[src/rtl/fpga_config_loader.sv]
// Streaming configuration loader: writes a word stream to an addressed config bus,
// verifies a trailing XOR checksum, and gates fabric_en on a verified image.
module fpga_config_loader #(
  parameter int WORD_W    = 32,
  parameter int NUM_WORDS = 33,
  parameter int ADDR_W    = 6
) (
  input  logic              clock,
  input  logic              reset,
  input  logic              start,
  input  logic              in_valid,
  input  logic [WORD_W-1:0] in_data,
  output logic              in_ready,
  output logic              cfg_we,
  output logic [ADDR_W-1:0] cfg_addr,
  output logic [WORD_W-1:0] cfg_data,
  output logic              busy,
  output logic              done,
  output logic              error,
  output logic              fabric_en
);

  localparam int CNT_W = $clog2(NUM_WORDS + 1);
  localparam logic [CNT_W-1:0] LAST_IDX = CNT_W'(NUM_WORDS - 1);

  typedef enum logic [2:0] {
    S_IDLE  = 3'd0,
    S_LOAD  = 3'd1,
    S_CHECK = 3'd2,
    S_DONE  = 3'd3,
    S_ERROR = 3'd4
  } state_t;

  state_t              r_state;
  logic [CNT_W-1:0]    r_count;
  logic [WORD_W-1:0]   r_csum;
  logic                r_in_ready;
  logic                r_cfg_we;
  logic [ADDR_W-1:0]   r_cfg_addr;
  logic [WORD_W-1:0]   r_cfg_data;
  logic                r_busy;
  logic                r_done;
  logic                r_error;
  logic                r_fabric_en;
  logic                w_accept;

  function automatic logic [WORD_W-1:0] fold_xor(input logic [WORD_W-1:0] acc,
                                                 input logic [WORD_W-1:0] word);
    return acc ^ word;
  endfunction

  assign w_accept = in_valid && r_in_ready;

  // Load/check FSM; every output is a register updated here.
  always_ff @(posedge clock) begin
    if (reset) begin
      r_state     <= S_IDLE;
      r_count     <= '0;
      r_csum      <= '0;
      r_in_ready  <= 1'b0;
      r_cfg_we    <= 1'b0;
      r_cfg_addr  <= '0;
      r_cfg_data  <= '0;
      r_busy      <= 1'b0;
      r_done      <= 1'b0;
      r_error     <= 1'b0;
      r_fabric_en <= 1'b0;
    end else begin
      r_cfg_we <= 1'b0;
      r_done   <= 1'b0;
      case (r_state)
        S_IDLE, S_DONE, S_ERROR: begin
          if (start) begin
            r_state     <= S_LOAD;
            r_count     <= '0;
            r_csum      <= '0;
            r_busy      <= 1'b1;
            r_in_ready  <= 1'b1;
            r_fabric_en <= 1'b0;
            r_error     <= 1'b0;
          end
        end
        S_LOAD: begin
          if (w_accept) begin
            r_cfg_we   <= 1'b1;
            r_cfg_addr <= ADDR_W'(r_count);
            r_cfg_data <= in_data;
            r_csum     <= fold_xor(r_csum, in_data);
            r_count    <= r_count + CNT_W'(1);
            if (r_count == LAST_IDX) begin
              r_state <= S_CHECK;
            end
          end
        end
        S_CHECK: begin
          // The checksum word is consumed but never written to the fabric.
          if (w_accept) begin
            r_busy     <= 1'b0;
            r_in_ready <= 1'b0;
            if (in_data == r_csum) begin
              r_state     <= S_DONE;
              r_done      <= 1'b1;
              r_fabric_en <= 1'b1;
            end else begin
              r_state     <= S_ERROR;
              r_error     <= 1'b1;
              r_fabric_en <= 1'b0;
            end
          end
        end
        default: begin
          r_state     <= S_IDLE;
          r_busy      <= 1'b0;
          r_in_ready  <= 1'b0;
          r_fabric_en <= 1'b0;
        end
      endcase
    end
  end

  assign in_ready  = r_in_ready;
  assign cfg_we    = r_cfg_we;
  assign cfg_addr  = r_cfg_addr;
  assign cfg_data  = r_cfg_data;
  assign busy      = r_busy;
  assign done      = r_done;
  assign error     = r_error;
  assign fabric_en = r_fabric_en;

endmodule

[config.mk]
export PLATFORM = sky130hd
export DESIGN_NAME = fpga_config_loader
export DESIGN_NICKNAME = d
export VERILOG_FILES = /design/src/rtl/fpga_config_loader.sv
export SDC_FILE = /design/constraint.sdc
export NUM_CORES = 1
export LEC_CHECK = 0
export ABC_AREA = 1
export BUFFER_PORTS_ARGS = -buffer_cell sky130_fd_sc_hd__buf_2
export CAP_MARGIN = 40
export CORE_MARGIN = 4
export CORE_UTILIZATION = 55
export CTS_BUF_LIST = sky130_fd_sc_hd__clkbuf_16
export CTS_CLUSTER_SIZE = 28
export DETAILED_ROUTE_END_ITERATION = 6
export GPL_ROUTABILITY_DRIVEN = 0
export GPL_TIMING_DRIVEN = 1
export PLACE_DENSITY = 0.91
export SLEW_MARGIN = 15
export SYNTH_ARGS = -nofsm -noshare
export SYNTH_HDL_FRONTEND = slang
export SYNTH_SLANG_ARGS = --single-unit
[constraint.sdc]
create_clock -name clock -period 3.3 [get_ports clock]
set_input_delay 0 -clock clock [delete_from_list [all_inputs] [get_ports clock]]
set_output_delay 0 -clock clock [all_outputs]
set_load 0.01 [all_outputs]
==> run summary <==
The flow ran to the end, and the final reports show no timing, DRC or antenna violations. By count the netlist is led by 119 x sky130_fd_sc_hd__nand2_1, 84 x sky130_fd_sc_hd__dfxtp_1, 71 x sky130_fd_sc_hd__inv_1. Measured along the y axis, the die boundary spans 91.7 microns. The met3 capacity usage during global routing is 0.0361. The shortest clock period the worst path allows after layout came out at 2.09 ns.

For met2 alone, demand over resource in global routing was 0.399. The H-tree depth came out at 3. The fraction of post-synthesis cell area in the top cell type by area came out at 0.437. The count of TritonRoute iterations in the first routing pass is 4. The worst setup path is launched from a register.

The number of input and output port buffers inserted came out at 79. The total I/O pin count came out at 80. The detailed router finished its first iteration with 165 violations. At the worst endpoint, the arrival time is 2.28 ns. The number of antenna diodes is 0. The leakage power figure came out at 0.00230 uW. The sequential element share of the synthesized area came out at 0.437.

Fill cells in the final layout number 504. The post-route fraction of the period consumed by the critical path is 0.634. The number of nets produced by synthesis is 548. The slowest stage of the critical path belongs to the cell sky130_fd_sc_hd__o21ai_4. The path type of the worst setup path is reg2reg.

The clock tree from TritonCTS is built. Timing would allow up to 0.478 GHz. In this design, the stage delay of the slowest critical-path cell is 0.54 ns.

Traced cell by cell, the critical path runs through inv_2 > nand2_2 > nor2_2 > o21bai_2 > nand2_2 > o21ai_4 > buf_4 > a211oi_1. The most heavily used metal layer in global routing is met2. The net count of the finished layout is 654.

The most used cell along the critical path is sky130_fd_sc_hd__nand2_2. The post-cts resize count came out at 0. The dominant synthesized flop cell is sky130_fd_sc_hd__dfxtp_1. The total half-perimeter wirelength after legalization and detailed placement is 5.89 mm. The max-slew violation count was 0. The pin slew with the least headroom to its limit is 0.654 ns.

The count of clock tree sinks is 84. The floorplan die width is 91.7 microns. The final setup violation count came out at 0. The setup total negative slack came out at 0 ns. The total area inside the core boundary comes to 6790 sq um. The peak supply drop is 434 uV. The number of buffers created by CTS is 9.

Summed over all layers, the routed wires come to 9.10 mm. Among cell families on the critical path, the largest total delay comes from compound AO/OA/AOI/OAI gates. The global-route wire length before repair came out at 15.6 mm.

The synthesis-to-layout area growth is 27.3%. sky130_fd_sc_hd__nand2_1 is the most common cell in the netlist. The initial core utilization is 0.567. The tree is rooted in a sky130_fd_sc_hd__clkbuf_16. The worst min-delay path class is in2reg. The area of the die is 8410 sq um. The global-route met1 utilization came out at 0.253.

The later pin in the worst-skew pair is clocked with a latency of 0.33 ns. Setup repair after global routing left no endpoint under its margin. In this run, synthesis inferred 0 flip-flops with an integrated enable. The total number of placement rows is 30. The share of synthesized flip-flops with an asynchronous set or reset came out at 0. The required time at the endpoint of the critical path came out at 3.49 ns. The CTS clock-pin slew for the worst setup and hold paths came out at 0.06 ns. Hold is met by 0.0225 ns. The final hold violation count was 0. The global routing usage summed across all routing layers came out at 0.228.

Once detail routing completed, the nets flagged for antenna violations numbered 0. The worst-case clock buffer depth came out at 2. STA classifies the critical path endpoint as a register. The total DRC errors in the routed layout came out at 0.

Entering global routing, the biggest net connects 71 pins. The least setup slack across all paths after layout is 1.21 ns. The routed layout has 3,589 vias.

The largest driver fanout on the critical path is 17. The average size of a mapped cell came out at 7.55 sq um. The worst setup timing slack at the placement stage is 1.27 ns. Headroom to the max-slew limit came out at 0.563. The number of setup buffers added after CTS came out at 0. The total power consumption of the routed design came out at 4190 uW.

The multi-input combinational cell area is 1740 sq um. The number of buffers inserted by hold repair at cts came out at 33. Across the run, the number of max-cap violations was 0.

The buffering stage count on the worst path with inverters included came out at 2. The flip-flop and latch area came out at 1680 sq um. The cell area after synthesis is 3850 sq um. After technology mapping, the gate count stands at 510. The via density per instance is 5.01. The setup skew after layout is 0.00941 ns.

The synthesized netlist contains 29 unique library cells. The biggest area contributor in the post-synthesis netlist is sky130_fd_sc_hd__dfxtp_1. The final standard cell utilization of the core came out at 0.722. By area the synthesized netlist is led by sky130_fd_sc_hd__dfxtp_1 44%, sky130_fd_sc_hd__nand2_1 12%, sky130_fd_sc_hd__a211oi_2 9.7%. Of the cells placed in the final design, the portion with a size suffix greater than 1 is 0.226.

The flip-flop and latch count after synthesis came out at 84. The average wire per standard cell came out at 12.7 microns. The power per standard cell area came out at 854 nW/um^2. The leftover overflow at the end of global routing is 0. The yosys synthesis warning count is 0.

The via count of the first global-routing pass is 3,609. The number of antenna violations at the first check in global routing is 0.
==> flip-flops by register name (all words and copies together) (netlist names) <==
signal and cells:
r_csum 32, cfg_data 32, r_state 3, done 1, r_count 6, error 1
fabric_en 1, cfg_addr 6, busy 1, cfg_we 1
==> per-layer routing <==
metal  routed length [microns]  part of all wire  vias up
met3                       359             0.039       41
met4                       425             0.047        0
li1                          -                 -     1829
met1                      3690              0.41     1627
met5                         0                 0        -
met2                      4620              0.51       92
==> placed cells by master (no fill, tap or decap), types with 2 or more instances in the layout <==
cell type                       instances
sky130_fd_sc_hd__clkbuf_16              9
sky130_fd_sc_hd__xnor2_1                4
sky130_fd_sc_hd__nor3b_1                2
sky130_fd_sc_hd__dlygate4sd3_1         33
sky130_fd_sc_hd__o21a_1                 2
sky130_fd_sc_hd__inv_1                 72
sky130_fd_sc_hd__bufinv_16              2
sky130_fd_sc_hd__clkinv_1               2
sky130_fd_sc_hd__buf_2                 79
sky130_fd_sc_hd__a211oi_2              30
sky130_fd_sc_hd__nand3_1                2
sky130_fd_sc_hd__nor2_1                67
sky130_fd_sc_hd__inv_2                  3
sky130_fd_sc_hd__ha_1                   2
sky130_fd_sc_hd__dfxtp_1               84
sky130_fd_sc_hd__nand2_1              119
sky130_fd_sc_hd__o21ai_0               41
sky130_fd_sc_hd__a21oi_1               42
sky130_fd_sc_hd__buf_4                  4
sky130_fd_sc_hd__nand2_2                4
sky130_fd_sc_hd__a211oi_1               3
sky130_fd_sc_hd__nor3_1                 3
==> per-stage QoR <==
stage               cell area, sq um  instances
detailed placement              4270        668
CTS                             4900        716
finish                          4900        716
floorplan                       3850        510
global route                    4900        716
global placement                4270        668
==> final timing paths <==
check	slack, ns	depth (start not counted)	endpoint	from
hold / removal	0.02	3	done	in_valid
setup reg to reg	1.21	8	r_csum[0]	r_state[2]
setup / recovery	1.21	8	r_csum[0]	r_state[2]
hold reg to reg	0.49	2	cfg_data[26]	cfg_data[26]
==> tightest hold or removal path, stage by stage <==
cell	delay (ns)
sky130_fd_sc_hd__buf_2	0.09
sky130_fd_sc_hd__nand2_1	0.13
sky130_fd_sc_hd__nor4_1	0.08
==> kinds of logic (layout without fill, tap and decap cells) <==
kind of cell    Yosys count  after routing  synth area share
simple gates            203            203             0.213
compound gates          120            120             0.222
buf+inv                  97            207             0.112
flops                    84             84             0.437
xor+xnor                  4              4           0.00910
fa+ha+maj                 2              2           0.00650
==> power breakdown <==
| group | leakage [uW] | total [uW] | switching (uW) | internal, uW |
|---|---|---|---|---|
| sequential | 0.000684 | 1500 | 205 | 1300 |
| clock | 0.000154 | 1040 | 385 | 653 |
| combinational | 0.00146 | 1650 | 1060 | 592 |
==> final cells by class <==
cell class                 count  area share
multi-input combinational    329       0.354
sequential                    84       0.343
timing repair buffer         117       0.158
inverter                      75      0.0574
clock buffer                   9      0.0459
tap                           96      0.0245
clock inverter                 6      0.0166
(Power assumes the default switching activity.)
